File: src/rtl/spike_decoder_pkg.sv
// Shared constants and state types for the spike winner decoder.
// Optional build macro: SPIKE_DECODER_EDGE_EN (edge-counting channels).
package spike_decoder_pkg;

  localparam int N_CH_DEF  = 4;
  localparam int CNT_W_DEF = 8;
  localparam int WIN_W_DEF = 8;

  typedef enum logic [1:0] {
    SCAN_IDLE,
    SCAN,
    HOLD
  } scan_st_e;

  typedef enum logic {
    T_IDLE,
    T_COUNT
  } win_st_e;

  function automatic int unsigned cnt_max(input int unsigned w);
    return (32'd1 << w) - 32'd1;
  endfunction

endpackage

File: src/rtl/spike_channel_counter.sv
// One channel's saturating spike counter, cleared at window end.
// SPIKE_DECODER_EDGE_EN: count only rising edges of the spike input.
module spike_channel_counter
  import spike_decoder_pkg::*;
#(
  parameter int CNT_W = CNT_W_DEF
) (
  input  logic             clk,
  input  logic             reset,
  input  logic             i_clr,
  input  logic             i_cnt_en,
  input  logic             i_win_end,
  input  logic             i_spike,
  output logic [CNT_W-1:0] o_next
);

  localparam logic [CNT_W-1:0] MAX = CNT_W'(cnt_max(CNT_W));

  logic             w_hit;
  logic [CNT_W-1:0] r_cnt;

`ifdef SPIKE_DECODER_EDGE_EN
  logic r_prev;

  always_ff @(posedge clk or posedge reset) begin
    if (reset)
      r_prev <= 1'b0;
    else if (i_clr)
      r_prev <= 1'b0;
    else
      r_prev <= i_spike;
  end

  assign w_hit = i_spike & ~r_prev;
`else
  assign w_hit = i_spike;
`endif

  // Value including this cycle's spike; the top snapshots it at window end.
  assign o_next = (w_hit && r_cnt != MAX) ? r_cnt + CNT_W'(1) : r_cnt;

  always_ff @(posedge clk or posedge reset) begin
    if (reset)
      r_cnt <= '0;
    else if (i_clr)
      r_cnt <= '0;
    else if (i_cnt_en)
      r_cnt <= i_win_end ? '0 : o_next;
  end

endmodule

File: src/rtl/spike_winner_decoder.sv
// Windowed spike counting, winner scan and valid/ready result delivery.
// Optional build macro: SPIKE_DECODER_EDGE_EN (edge-counting channels).
module spike_winner_decoder
  import spike_decoder_pkg::*;
#(
  parameter int N_CH  = N_CH_DEF,
  parameter int CNT_W = CNT_W_DEF,
  parameter int WIN_W = WIN_W_DEF,
  parameter int IDX_W = $clog2(N_CH)
) (
  input  logic             clk,
  input  logic             reset,
  input  logic             enable,
  input  logic [N_CH-1:0]  spike_in,
  input  logic [WIN_W-1:0] win_len,
  output logic             out_valid,
  input  logic             out_ready,
  output logic [IDX_W-1:0] out_idx,
  output logic [CNT_W-1:0] out_count,
  output logic             out_tie,
  output logic             overrun
);

  localparam logic [IDX_W-1:0] LAST = IDX_W'(N_CH - 1);

  win_st_e          r_wst, w_wst_nxt;
  scan_st_e         r_sst, w_sst_nxt;
  logic             w_counting;
  logic [WIN_W-1:0] r_wcnt, r_len, w_len;
  logic             w_win_end, w_free, w_snap;
  logic [CNT_W-1:0] w_next   [N_CH];
  logic [CNT_W-1:0] r_shadow [N_CH];
  logic [IDX_W-1:0] r_sidx, r_idx;
  logic [CNT_W-1:0] r_cnt, w_cur;
  logic             r_tie, r_ovr;

  always_ff @(posedge clk or posedge reset) begin
    if (reset)
      r_wst <= T_IDLE;
    else
      r_wst <= w_wst_nxt;
  end

  always_comb begin
    w_wst_nxt = r_wst;
    unique case (r_wst)
      T_IDLE:  w_wst_nxt = enable ? T_COUNT : T_IDLE;
      T_COUNT: w_wst_nxt = enable ? T_COUNT : T_IDLE;
      default: w_wst_nxt = T_IDLE;
    endcase
  end

  always_comb begin
    w_counting = (r_wst == T_COUNT) && enable;
  end

  // Window length is live only on the first cycle, then held.
  assign w_len = (r_wcnt == '0) ?
                 ((win_len == '0) ? WIN_W'(1) : win_len) : r_len;
  assign w_win_end = w_counting && (r_wcnt == w_len - WIN_W'(1));

  always_ff @(posedge clk or posedge reset) begin
    if (reset) begin
      r_wcnt <= '0;
      r_len  <= '0;
    end else if (!enable) begin
      r_wcnt <= '0;
    end else if (w_counting) begin
      r_wcnt <= w_win_end ? '0 : r_wcnt + WIN_W'(1);
      if (r_wcnt == '0)
        r_len <= w_len;
    end
  end

  for (genvar g = 0; g < N_CH; g++) begin : g_ch
    spike_channel_counter #(.CNT_W(CNT_W)) u_cnt (
      .clk       (clk),
      .reset     (reset),
      .i_clr     (~enable),
      .i_cnt_en  (w_counting),
      .i_win_end (w_win_end),
      .i_spike   (spike_in[g]),
      .o_next    (w_next[g])
    );
  end

  assign w_free = (r_sst == SCAN_IDLE) || ((r_sst == HOLD) && out_ready);
  assign w_snap = w_win_end && w_free;

  always_ff @(posedge clk or posedge reset) begin
    if (reset) begin
      for (int i = 0; i < N_CH; i++)
        r_shadow[i] <= '0;
      r_ovr <= 1'b0;
    end else begin
      if (w_snap)
        for (int i = 0; i < N_CH; i++)
          r_shadow[i] <= w_next[i];
      if (w_win_end && !w_free)
        r_ovr <= 1'b1;
    end
  end

  always_ff @(posedge clk or posedge reset) begin
    if (reset)
      r_sst <= SCAN_IDLE;
    else
      r_sst <= w_sst_nxt;
  end

  always_comb begin
    w_sst_nxt = r_sst;
    unique case (r_sst)
      SCAN_IDLE: w_sst_nxt = w_snap ? SCAN : SCAN_IDLE;
      SCAN:      w_sst_nxt = (r_sidx == LAST) ? HOLD : SCAN;
      HOLD: begin
        if (out_ready)
          w_sst_nxt = w_snap ? SCAN : SCAN_IDLE;
      end
      default:   w_sst_nxt = SCAN_IDLE;
    endcase
  end

  always_comb begin
    out_valid = (r_sst == HOLD);
  end

  assign w_cur = r_shadow[r_sidx];

  // Strict greater-than keeps the lowest index among equal maxima.
  always_ff @(posedge clk or posedge reset) begin
    if (reset) begin
      r_sidx <= '0;
      r_idx  <= '0;
      r_cnt  <= '0;
      r_tie  <= 1'b0;
    end else if (w_snap) begin
      r_sidx <= '0;
    end else if (r_sst == SCAN) begin
      r_sidx <= r_sidx + IDX_W'(1);
      if (r_sidx == '0) begin
        r_idx <= '0;
        r_cnt <= w_cur;
        r_tie <= 1'b0;
      end else if (w_cur > r_cnt) begin
        r_idx <= r_sidx;
        r_cnt <= w_cur;
        r_tie <= 1'b0;
      end else if (w_cur == r_cnt) begin
        r_tie <= 1'b1;
      end
    end
  end

  assign out_idx   = r_idx;
  assign out_count = r_cnt;
  assign out_tie   = r_tie;
  assign overrun   = r_ovr;

endmodule

File: config.mk
export PLATFORM = sky130hd
export DESIGN_NAME = spike_winner_decoder
export DESIGN_NICKNAME = d
export VERILOG_FILES = /design/src/rtl/spike_decoder_pkg.sv /design/src/rtl/spike_channel_counter.sv /design/src/rtl/spike_winner_decoder.sv
export SDC_FILE = /design/constraint.sdc
export NUM_CORES = 1
export LEC_CHECK = 0
export ABC_CLOCK_PERIOD_IN_PS = 10250
export CAP_MARGIN = 30
export CORE_MARGIN = 1
export CORE_UTILIZATION = 53
export CTS_BUF_LIST = sky130_fd_sc_hd__clkbuf_4 sky130_fd_sc_hd__clkbuf_8
export CTS_CLUSTER_SIZE = 12
export DETAILED_ROUTE_END_ITERATION = 6
export PLACE_DENSITY = 0.78
export SYNTH_ARGS = -nofsm -noshare
export SYNTH_HDL_FRONTEND = slang
export SYNTH_HIERARCHICAL = 1
export SYNTH_SLANG_ARGS = --single-unit
File: constraint.sdc
create_clock -name clk -period 10.25 [get_ports clk]
set_input_delay 2.5625 -clock clk [delete_from_list [all_inputs] [get_ports clk]]
set_output_delay 2.5625 -clock clk [all_outputs]
set_load 0.05 [all_outputs]
Word level (Yosys, flattened, before mapping) --
Cells that the tools add are included. W data, S select, Z words.
Storage, ports and cells: flip-flop bits (word level) 97, input bits 16, output and inout bits 13, word-level logic and storage cells 98
Operators by class: add/subtract/negate cells 7, magnitude comparators 2, equality and inequality tests 11, muxes and demuxes 38, bitwise operators 2, reduce and logical (&&, ||, !) cells 21
Operators with widths (count):
- $mux W8 | 25
- $add A8 B1 Y8 const B | 5
- $ne A8 B8 Y1 const B | 4
- $bmux W8 S2 | 1
- $eq A8 B8 Y1 | 2
- $logic_not A8 Y1 | 2
- $mux W2 | 6
- $logic_and A1 B1 Y1 | 9
- $reduce_and A3 Y1 | 3
- $gt A8 B8 Y1 | 1
- $sub A8 B1 Y8 const B | 1
- $pmux W2 S3 | 1
- $mux W1 | 5
- $eq A2 B2 Y1 const B | 2
- $logic_not A2 Y1 | 2
- $ne A2 B1 Y1 const B | 2
- $reduce_bool A2 Y1 | 2
- $ge A3 B3 Y1 const B | 1
- $not A2 Y3 | 1
- $reduce_bool A3 Y1 | 1
- $add A2 B1 Y2 const B | 1
- $eq A2 B1 Y1 const B | 1
- $logic_not A1 Y1 | 1
- $logic_or A1 B1 Y1 | 1
- $not A1 Y1 | 1

Depth between registers and ports, before layout --
Gate-level depths: netlist of run 1.
depth after elaboration 10, gate-level depth with buffers 18, depth with buffers taken out 18

Hierarchy --
The synthesis of run 1 kept the hierarchy.
By module, submodules not included:
- spike_winner_decoder | instances 1, cells an instance 298, area each 3562.2 µm², seq. area each 1626.6 µm²
- spike_channel_counter at g_ch[1].u_cnt ... | instances 3, cells an instance 73, area each 628.1 µm², seq. area each 200.2 µm²
- spike_channel_counter at g_ch[0].u_cnt | instances 1, cells an instance 69, area each 654.4 µm², seq. area each 200.2 µm²

Least setup slack after synthesis of run 1 --
No wires, ideal clock.
kind input -> register, start point in win_len[1], end point reg g_ch[0].u_cnt.r_cnt[1], library setup time 0.120 ns, arrival time 5.872 ns, required time 10.130 ns, path slack 4.258 ns, stages on the path 15, path buffers 0, cell sequence nor4_1 > a21oi_1 > a21oi_1 > inv_1 > ha_1 > nor3b_1 > nor3b_1 > xnor2_1 > mux2i_1 > nand4_1 > nor2_1 > and2_1 > nand2b_1 > nor4b_1 > a31o_2
On the way: longest elaborated chain between the ends 9
Ends and longest elaborated chain:
- start: declaration | line spike_winner_decoder.sv:15 | input logic [WIN_W-1:0] win_len,
- $logic_not A8 Y1 | line spike_winner_decoder.sv:59 | ((win_len == '0) ? WIN_W'(1) : win_len) : r_len;
- $mux W8 (*) | line spike_winner_decoder.sv:59
- $mux W8 (*) | line spike_winner_decoder.sv:58 | assign w_len = (r_wcnt == '0) ?
- $sub A8 B1 Y8 (*) | line spike_winner_decoder.sv:60 | assign w_win_end = w_counting && (r_wcnt == w_len - WIN_W'(1));
- $eq A8 B8 Y1 (*) | line spike_winner_decoder.sv:60
- $logic_and A1 B1 Y1 (*) | line spike_winner_decoder.sv:60
- net w_win_end | line spike_winner_decoder.sv:30 | logic w_win_end, w_free, w_snap;
- $mux W8 (*) | line spike_channel_counter.sv:48 | r_cnt <= i_win_end ? '0 : o_next;
- $mux W8 (*) | line spike_channel_counter.sv:47 | else if (i_cnt_en)
- $mux W8 (*) | line spike_channel_counter.sv:45 | else if (i_clr)
- end signal: assignment | line spike_channel_counter.sv:48
- end: declaration | line spike_channel_counter.sv:20 | logic [CNT_W-1:0] r_cnt;
The timed path passes the listed nets; every way through them passes the cells marked *. The select of a mux whose other input is x is not followed. A chain may end at the register's enable or synchronous reset.

Worst setup path after layout of run 1 --
start point in win_len[2], end point reg g_ch[0].u_cnt.r_cnt[3]
The elaborated chain is that of the path after synthesis.

==> results of run 1 <==
==> power by group <==
part / switching, uW / internal [uW] / leakage (uW) / total, uW
logic: 74.7 / 68.4 / 0.00144 / 143
registers: 37.2 / 401 / 0.00132 / 438
clock network: 141 / 141 / 0.000106 / 282
==> layer usage <==
metal  share of wire  routed length [um]  track usage  vias to the layer above
met3           0.043                 578       0.0516                       29
met4           0.023                 312       0.0943                        0
met1            0.44                6000        0.323                     2318
met5               0                   0            0                        -
met2            0.49                6650        0.412                      132
li1                -                   -            -                     2195
==> placed cells by master (no fill, tap or decap), types with 7 or more instances in the layout <==
cell,count
clkdlybuf4s50_1,28
o21a_1,12
nand4_1,11
mux2_1,27
xnor2_1,15
nand2_1,29
a31o_1,7
a31oi_1,12
nor2_1,25
a31o_2,8
inv_1,31
mux2i_1,10
dfrtp_1,97
nor3b_1,8
xor2_1,11
ha_1,17
nand2b_1,24
a21oi_1,28
nand3_1,17
a211oi_1,11
clkbuf_8,9
mux4_2,8
nor2b_1,7
nor3_1,11
mux2_2,28
o21ai_0,13
==> cell families (layout without fill, tap and decap cells) <==
group,Yosys count,count (layout),synth area share
and+or+nand+nor,181,181,0.182
DFF,97,97,0.398
adders and majority gates,17,17,0.0349
xor gates and xnor gates,26,26,0.0373
buffers and inverters,59,84,0.0433
muxes,74,74,0.150
AOI/OAI and AO/OA,132,132,0.155
==> metrics by stage <==
step	hold slack, ps	worst slack (ps)	total power [uW]	utilization
2_1_floorplan	451	4260	545	-
3_3_place_gp	459	3150	581	0.586
3_5_place_dp	464	3120	588	0.587
4_1_cts	485	3480	869	0.607
5_1_grt	497	2980	904	0.607
6_report	479	3410	864	0.607
==> sequential cells by signal (all words and copies together), names as in the netlist <==
register	flops
r_wcnt	8
g_ch.u_cnt/r_cnt	32
r_sst	2
r_sidx	2
out_count	8
r_len	8
out_idx	2
r_wst	1
overrun	1
r_shadow	32
out_tie	1
==> final cells by class <==
class / instances / share of cell area
Multi-Input combinational cell: 430 / 0.509
Inverter: 33 / 0.0185
Tap cell: 140 / 0.0262
Sequential cell: 97 / 0.362
Clock buffer: 10 / 0.0196
Timing Repair Buffer: 35 / 0.0503
Clock inverter: 6 / 0.0138
==> final timing paths <==
kind	from	to	slack (ps)
min reg2reg	overrun	overrun	480
max	win_len[2]	g_ch[0].u_cnt/r_cnt[3]	3410
min in group asynchronous	reset	g_ch[0].u_cnt/r_cnt[2]	2690
max in group asynchronous	reset	r_shadow[6]	6780
min	overrun	overrun	480
max reg2reg	r_wcnt[0]	g_ch[0].u_cnt/r_cnt[3]	5320
==> results.json, run 1 <==
{
  "start_util": 0.553,
  "cp_max_fo": 29,
  "async_reset_ff_frac": 1.00,
  "synth_top_cell_area_share": 0.398,
  "final_nets": 639,
  "cpMaxStageDelayCell": "nor4_1",
  "clock-sinks": 97,
  "num_rows": 38,
  "cp.arrival_ps": 7090,
  "synth_largest_area_cell": "dfrtp_1",
  "peakVddDrop_mv": 0.105,
  "grt_pass1_wl_mm": 22.7,
  "core_sq_um": 11000,
  "postCtsSetupRepairBufs": 0,
  "synth.distinct_cells": 71,
  "worstPathCellList": "clkdlybuf4s50_1 -> nor4_1 -> a21oi_1 -> a21oi_1 -> inv_1 -> ha_1 -> nor3b_1 -> xnor2_1 -> mux2i_1 -> mux2i_1 -> nand4_1 -> nor2_1 -> and2_1 -> buf_4 -> nand2b_1 -> nor3_1 -> a31oi_1 -> a21oi_1",
  "hold_buffers": 0,
  "crit_cells": 18,
  "fin_area_sq_um": 6700,
  "fin_crit_sh": 0.667,
  "fillers": 875,
  "syn-cell-area_sq_um": 6100,
  "netlist_instances": 586,
  "end_kind": "flop",
  "drt-pass1-iter-count": 5,
  "rsz0062_at_grt": "no",
  "drive_gt1_frac": 0.155,
  "cp_common_cell": "a21oi_1",
  "clk_pin_slew_worst_paths_ps": 100,
  "place_area_sq_um": 6470,
  "hold_viol_final": 0,
  "leakagePower_uw": 0.00287,
  "grt.overflow.total": 0,
  "drc": 0,
  "viasPerCell": 6.22,
  "cap_violations": 0,
  "hold_class": "flop to flop",
  "htreeDepth": 3,
  "synth_edf_count": 0,
  "avgSynthCellArea_sq_um": 10.4,
  "grt_max_degree": 66,
  "insertedDiodeCount": 0,
  "cts_tree": "built",
  "port_buffers": 28,
  "totalWireLength_mm": 13.5,
  "fin_skew_ps": 14.2,
  "fmax_ghz": 0.146,
  "regArea_sq_um": 2430,
  "grt_pass1_vias": 4601,
  "final-max-slew-violation-count": 0,
  "fin_crit_ps": 6840,
  "wl_per_cell_um": 18.0,
  "cts_resized": 0,
  "seq_area_frac_synth": 0.398,
  "antenna_found_initial": 0,
  "worst_pin_slew_ps": 820,
  "reg2reg_depth": 18,
  "ys_top_cells_by_area": "dfrtp_1 40%, mux2_2 5.2%, mux2_1 5.0%, ha_1 3.5%, mux4_2 3.0%",
  "cts_buffers": 9,
  "power_density_nw_per_um2": 129,
  "cp_num_buf_inv": 3,
  "yosysWarnings": 6,
  "vias": 4674,
  "hold_path_depth": 1,
  "io-pin-count": 29,
  "worstSetupStartpointType": "primary input",
  "dpl.cell_count": 735,
  "cts-root-buf": "clkbuf_8",
  "cpLargestDelayFamily": "simple AND/OR/NAND/NOR gates",
  "dieWidth_um": 109,
  "syn-num-nets": 619,
  "die_area_sq_um": 11900,
  "relSlewSlack": 0.452,
  "syn2layout_area_growth_pct": 9.76,
  "final_cells": 751,
  "track_usage": 0.250,
  "synth_common_cells": "97 x dfrtp_1, 32 x inv_1, 29 x nand2_1",
  "slowest_delay_ps": 570,
  "outcome": "completed",
  "finalSetupTns_ps": 0,
  "ys_seq_elements": 97,
  "worst-setup-path-type": "primary input to flop",
  "crit_required_ps": 10510,
  "finalSetupViolCount": 0,
  "drt_iter0_markers": 295,
  "synth-main-ff-cell": "dfrtp_1",
  "gp_congestion": 0.973,
  "multiInputGateArea_sq_um": 3410,
  "synth_most_common_cell": "dfrtp_1",
  "cts_buffer_depth": 2,
  "die_y_um": 109,
  "ant_nets": 0,
  "dp_hpwl_mm": 9.53,
  "clkLatencyLatePin_ps": 390
}
Power figures use the tool's default switching activity.
==> inputs of run 2 (changes only) <==
--- a/config.mk
+++ b/config.mk
@@ -5,7 +5,7 @@
 export SDC_FILE = /design/constraint.sdc
 export NUM_CORES = 1
 export LEC_CHECK = 0
-export ABC_CLOCK_PERIOD_IN_PS = 10250
+export ABC_CLOCK_PERIOD_IN_PS = 6690
 export CAP_MARGIN = 30
 export CORE_MARGIN = 1
 export CORE_UTILIZATION = 53
==> constraint.sdc (replaced) <==
create_clock -name clk -period 6.69 [get_ports clk]
set_input_delay 1.6725 -clock clk [delete_from_list [all_inputs] [get_ports clk]]
set_output_delay 1.6725 -clock clk [all_outputs]
set_load 0.05 [all_outputs]
==> results.json, run 2 (same netlist as run 1, synthesis figures left out) <==
{
  "grt_pass1_wl_mm": 22.8,
  "leakagePower_uw": 0.00287,
  "cts_resized": 0,
  "io-pin-count": 29,
  "cts_buffer_depth": 2,
  "finalSetupViolCount": 0,
  "dp_hpwl_mm": 9.63,
  "worst_pin_slew_ps": 847,
  "finalSetupTns_ps": 0,
  "fmax_ghz": 0.173,
  "mostFrequentLayoutCell": "dfrtp_1",
  "die_area_sq_um": 11900,
  "worstSetupStartpointType": "primary input",
  "reg_top3": "g_ch.u_cnt/r_cnt: 32 flops, r_shadow: 32 flops",
  "grt.overflow.total": 0,
  "hold_viol_final": 0,
  "hold_buffers": 0,
  "slowest_delay_ps": 540,
  "insertedDiodeCount": 0,
  "most-common-layout-cells": "97 x dfrtp_1, 31 x inv_1, 29 x nand2_1",
  "clkLatencyLatePin_ps": 370,
  "cap_violations": 0,
  "final-max-slew-violation-count": 0,
  "worstPathCellList": "clkdlybuf4s50_1 -> nor4_1 -> a21oi_1 -> a21oi_1 -> inv_1 -> ha_1 -> nor3b_1 -> xnor2_1 -> mux2i_1 -> mux2i_1 -> nand4_1 -> nor2_1 -> and2_1 -> buf_4 -> nand2b_1 -> nor3_1 -> a31oi_1 -> a21oi_1",
  "peakVddDrop_mv": 0.142,
  "cp_common_cell": "a21oi_1",
  "drc": 0,
  "drt-pass1-iter-count": 5,
  "cp.arrival_ps": 6020,
  "fin_ws_ps": 903,
  "outcome": "completed",
  "hold_class": "flop to flop",
  "cts_tree": "built",
  "track_usage": 0.248,
  "rsz0062_at_grt": "no",
  "clk_pin_slew_worst_paths_ps": 90,
  "vias": 4710,
  "start_util": 0.553,
  "final_nets": 640,
  "fillers": 873,
  "postCtsSetupRepairBufs": 0,
  "port_buffers": 28,
  "drive_gt1_frac": 0.157,
  "clock-sinks": 97,
  "ant_nets": 0,
  "dieWidth_um": 109,
  "viasPerCell": 6.26,
  "cts_buffers": 9,
  "crit_required_ps": 6920,
  "fin_crit_ps": 5790,
  "htreeDepth": 3,
  "core_sq_um": 11000,
  "grt_pass1_vias": 4609,
  "cts-root-buf": "clkbuf_8",
  "relSlewSlack": 0.436,
  "syn2layout_area_growth_pct": 9.80,
  "wl_per_cell_um": 18.0,
  "end_kind": "flop",
  "fin_skew_ps": 12.8,
  "fin_crit_sh": 0.865,
  "die_y_um": 109,
  "antenna_found_initial": 0,
  "drt_iter0_markers": 287,
  "worst-setup-path-type": "primary input to flop",
  "grt_max_degree": 66,
  "num_rows": 38,
  "totalWireLength_mm": 13.5,
  "power_density_nw_per_um2": 197,
  "cpMaxStageDelayCell": "nor4_1",
  "dp_slack_ps": 610,
  "gp_congestion": 0.949,
  "cp_max_fo": 29
}
run 2: cell count changes in the layout (fill, tap and decap cells not counted), sizes merged:
| cell | before | now |
|---|---|---|
| buf | 7 | 8 |
| clkinv | 3 | 1 |
| clkinvlp | 2 | 3 |
| inv | 32 | 33 |
run 2: area by class of cell:
cell class,instances,area [sq um],area share
clock buffer,10,131,0.0196
clock inverter,6,91.3,0.0136
timing repair buffer,36,340,0.0508
tap,140,175,0.0261
inverter,33,124,0.0185
sequential,97,2430,0.362
multi-input combinational,430,3410,0.509
run 2: metal layers:
metal | track usage | vias to the layer above | wire [um]
li1 | - | 2205 | -
met1 | 0.333 | 2348 | 6030
met2 | 0.413 | 137 | 6700
met3 | 0.0397 | 20 | 604
met4 | 0.0781 | 0 | 172
met5 | 0 | - | 0
run 2: where the power goes:
part | switching [uW] | internal, uW | total, uW
logic | 117 | 105 | 222
registers | 56.7 | 615 | 671
clock network | 212 | 216 | 428
total | 385 | 936 | 1320
run 2: metrics by stage:
step / instances / hold slack [ps] / utilization / total power (uW) / area (sq um)
2_1_floorplan: 586 / 451 / - / 836 / 6100
3_3_place_gp: 736 / 465 / 0.587 / 891 / 6480
3_5_place_dp: 736 / 477 / 0.587 / 902 / 6480
4_1_cts: 752 / 501 / 0.607 / 1330 / 6700
5_1_grt: 752 / 515 / 0.607 / 1380 / 6700
6_report: 752 / 496 / 0.607 / 1320 / 6700
run 2: worst paths after layout:
kind                         startpoint  slack [ps]  cells after the start                endpoint
max                          win_len[2]         900                     18  g_ch[0].u_cnt/r_cnt[3]
min                        r_shadow[15]         500                      1            r_shadow[15]
max reg2reg                   r_wcnt[0]        1780                     19  g_ch[0].u_cnt/r_cnt[3]
min reg2reg                r_shadow[15]         500                      1            r_shadow[15]
max in group asynchronous         reset        4080                      3                r_len[7]
min in group asynchronous         reset        1840                      2  g_ch[0].u_cnt/r_cnt[3]
run 2: critical path, delay by kind of cell:
family,cells,cell delay (ps)
and+or+nand+nor,7,1900
buffers and inverters,3,900
AOI/OAI and AO/OA,4,780
muxes,2,260
adders and majority gates,1,250
xor gates and xnor gates,1,250
==> inputs of run 3 (changes only) <==
--- a/config.mk
+++ b/config.mk
@@ -7,12 +7,14 @@
 export LEC_CHECK = 0
 export ABC_CLOCK_PERIOD_IN_PS = 6690
 export CAP_MARGIN = 30
+export CELL_PAD_IN_SITES_DETAIL_PLACEMENT = 2
+export CELL_PAD_IN_SITES_GLOBAL_PLACEMENT = 2
 export CORE_MARGIN = 1
-export CORE_UTILIZATION = 53
+export CORE_UTILIZATION = 42
 export CTS_BUF_LIST = sky130_fd_sc_hd__clkbuf_4 sky130_fd_sc_hd__clkbuf_8
 export CTS_CLUSTER_SIZE = 12
 export DETAILED_ROUTE_END_ITERATION = 6
-export PLACE_DENSITY = 0.78
+export PLACE_DENSITY = 0.9
 export SYNTH_ARGS = -nofsm -noshare
 export SYNTH_HDL_FRONTEND = slang
 export SYNTH_HIERARCHICAL = 1
==> results.json, run 3 (same netlist as run 1, synthesis figures left out) <==
{
  "leakagePower_uw": 0.00285,
  "place_area_sq_um": 6520,
  "num_rows": 43,
  "pwr-share-clk": 0.285,
  "rsz0062_at_grt": "no",
  "clk_pin_slew_worst_paths_ps": 100,
  "hold_class": "flop to flop",
  "endpoint": "g_ch[0].u_cnt/r_cnt[3]",
  "cts_resized": 0,
  "crit_required_ps": 6920,
  "cp_max_fo": 24,
  "cts-root-buf": "clkbuf_8",
  "worst_pin_slew_ps": 859,
  "grt_max_degree": 55,
  "mostFrequentLayoutCell": "dfrtp_1",
  "insertedDiodeCount": 0,
  "p_sw_uw": 415,
  "fin_crit_sh": 0.921,
  "dieWidth_um": 123,
  "core_sq_um": 14000,
  "multiInputGateArea_sq_um": 3410,
  "port_buffers": 28,
  "syn2layout_area_growth_pct": 9.80,
  "cts_tree": "built",
  "rr_endpoint": "g_ch[0].u_cnt/r_cnt[3]",
  "intPower_uw": 867,
  "power_density_nw_per_um2": 191,
  "drt-pass1-iter-count": 5,
  "cts_buffers": 9,
  "fin_crit_ps": 6160,
  "antenna_found_initial": 0,
  "fin_area_sq_um": 6700,
  "wl_per_cell_um": 23.7,
  "reg2reg_depth": 18,
  "power.share.switching": 0.324,
  "hold_path_depth": 1,
  "r2r_start": "r_wcnt[0]",
  "fillers": 1446,
  "postCtsSetupRepairBufs": 0,
  "finalSetupViolCount": 0,
  "clkLatencyLatePin_ps": 390,
  "outcome": "completed",
  "die_y_um": 123,
  "timing.reg2reg.setup_slack_ps": 1480,
  "start_util": 0.434,
  "drc": 0,
  "peakVddDrop_mv": 0.0876,
  "regArea_sq_um": 2430,
  "end_kind": "flop",
  "worst-setup-path-type": "primary input to flop",
  "drt_iter0_markers": 203,
  "cp-startpoint": "win_len[2]",
  "vias": 4844,
  "drive_gt1_frac": 0.155,
  "clock-sinks": 97,
  "fin_skew_ps": 15.4,
  "grt.overflow.total": 0,
  "grt_pass1_wl_mm": 30.3,
  "finalSetupTns_ps": 0,
  "seq_power_share": 0.526,
  "io-pin-count": 29,
  "grt_pass1_vias": 5399,
  "relSlewSlack": 0.426,
  "cp.arrival_ps": 6400,
  "ant_nets": 0,
  "worstSetupStartpointType": "primary input",
  "die_area_sq_um": 15000,
  "htreeDepth": 3,
  "fmax_ghz": 0.162,
  "cap_violations": 0,
  "dp_hpwl_mm": 13.9,
  "reg_top3": "g_ch.u_cnt/r_cnt: 32 flops, r_shadow: 32 flops",
  "cts_buffer_depth": 2,
  "gp_congestion": 0.859,
  "totalWireLength_mm": 18.8,
  "track_usage": 0.267,
  "most-common-layout-cells": "97 x dfrtp_1, 31 x inv_1, 29 x nand2_1",
  "viasPerCell": 6.12,
  "fin_util": 0.477,
  "holdWs_ps": 497,
  "hold_viol_final": 0,
  "final_nets": 639,
  "hold_buffers": 0,
  "final-max-slew-violation-count": 0,
  "combPwrFrac": 0.188
}
run 3: changes by cell type in the layout (fill, tap and decap cells not counted), sizes merged:
cell / change
clkinv: +3
bufinv: -2
buf: -1
clkinvlp: -1
run 3: metal layers:
metal | routed length [um] | share of wire | track usage | vias up
li1 | - | - | - | 2200
met1 | 8040 | 0.43 | 0.325 | 2522
met2 | 9770 | 0.52 | 0.476 | 92
met3 | 612 | 0.033 | 0.0539 | 30
met4 | 346 | 0.018 | 0.0724 | 0
met5 | 0 | 0 | 0 | -
run 3: per-stage QoR:
step | power [uW] | instances | worst slack (ps)
after floorplan | 836 | 586 | 1590
after global placement | 897 | 775 | 780
after detailed placement | 927 | 775 | 227
after CTS | 1300 | 791 | 631
after global routing | 1340 | 791 | 243
final | 1280 | 791 | 526
run 3: worst min-delay path by stage:
stage	start	slack (ps)	end
floorplan	r_len[0]	450	r_len[0]
global placement	overrun	460	overrun
detailed placement	overrun	470	overrun
CTS	overrun	490	overrun
global route	overrun	510	overrun
finish	overrun	500	overrun
run 3: critical path, cell delays in order:
cell             delay (ps)
clkdlybuf4s50_1         530
nor4_1                  640
a21oi_1                 190
a21oi_1                 450
inv_1                   100
ha_1                    270
nor3b_1                 170
xnor2_1                 220
mux2i_1                 100
mux2i_1                 150
nand4_1                 280
nor2_1                  460
and2_1                  210
buf_4                   310
nand2b_1                270
nor3_1                   70
a31oi_1                 180
a21oi_1                 110
run 3: power by group through the flow:
stage	Combinational (uW)	Sequential [uW]	Clock [uW]
global placement	217	680	0
detailed placement	241	686	0
finish	242	675	366
CTS	243	675	382
global route	261	682	399
floorplan	176	659	0
run 3: area by class of cell:
cell class | instances | share of cell area
well taps | 180 | 0.0336
flip-flops and latches | 97 | 0.362
multi-input cells | 430 | 0.509
inverters | 33 | 0.0185
clock inverters | 6 | 0.00635
clock buffers | 10 | 0.0205
repair buffers | 35 | 0.0497
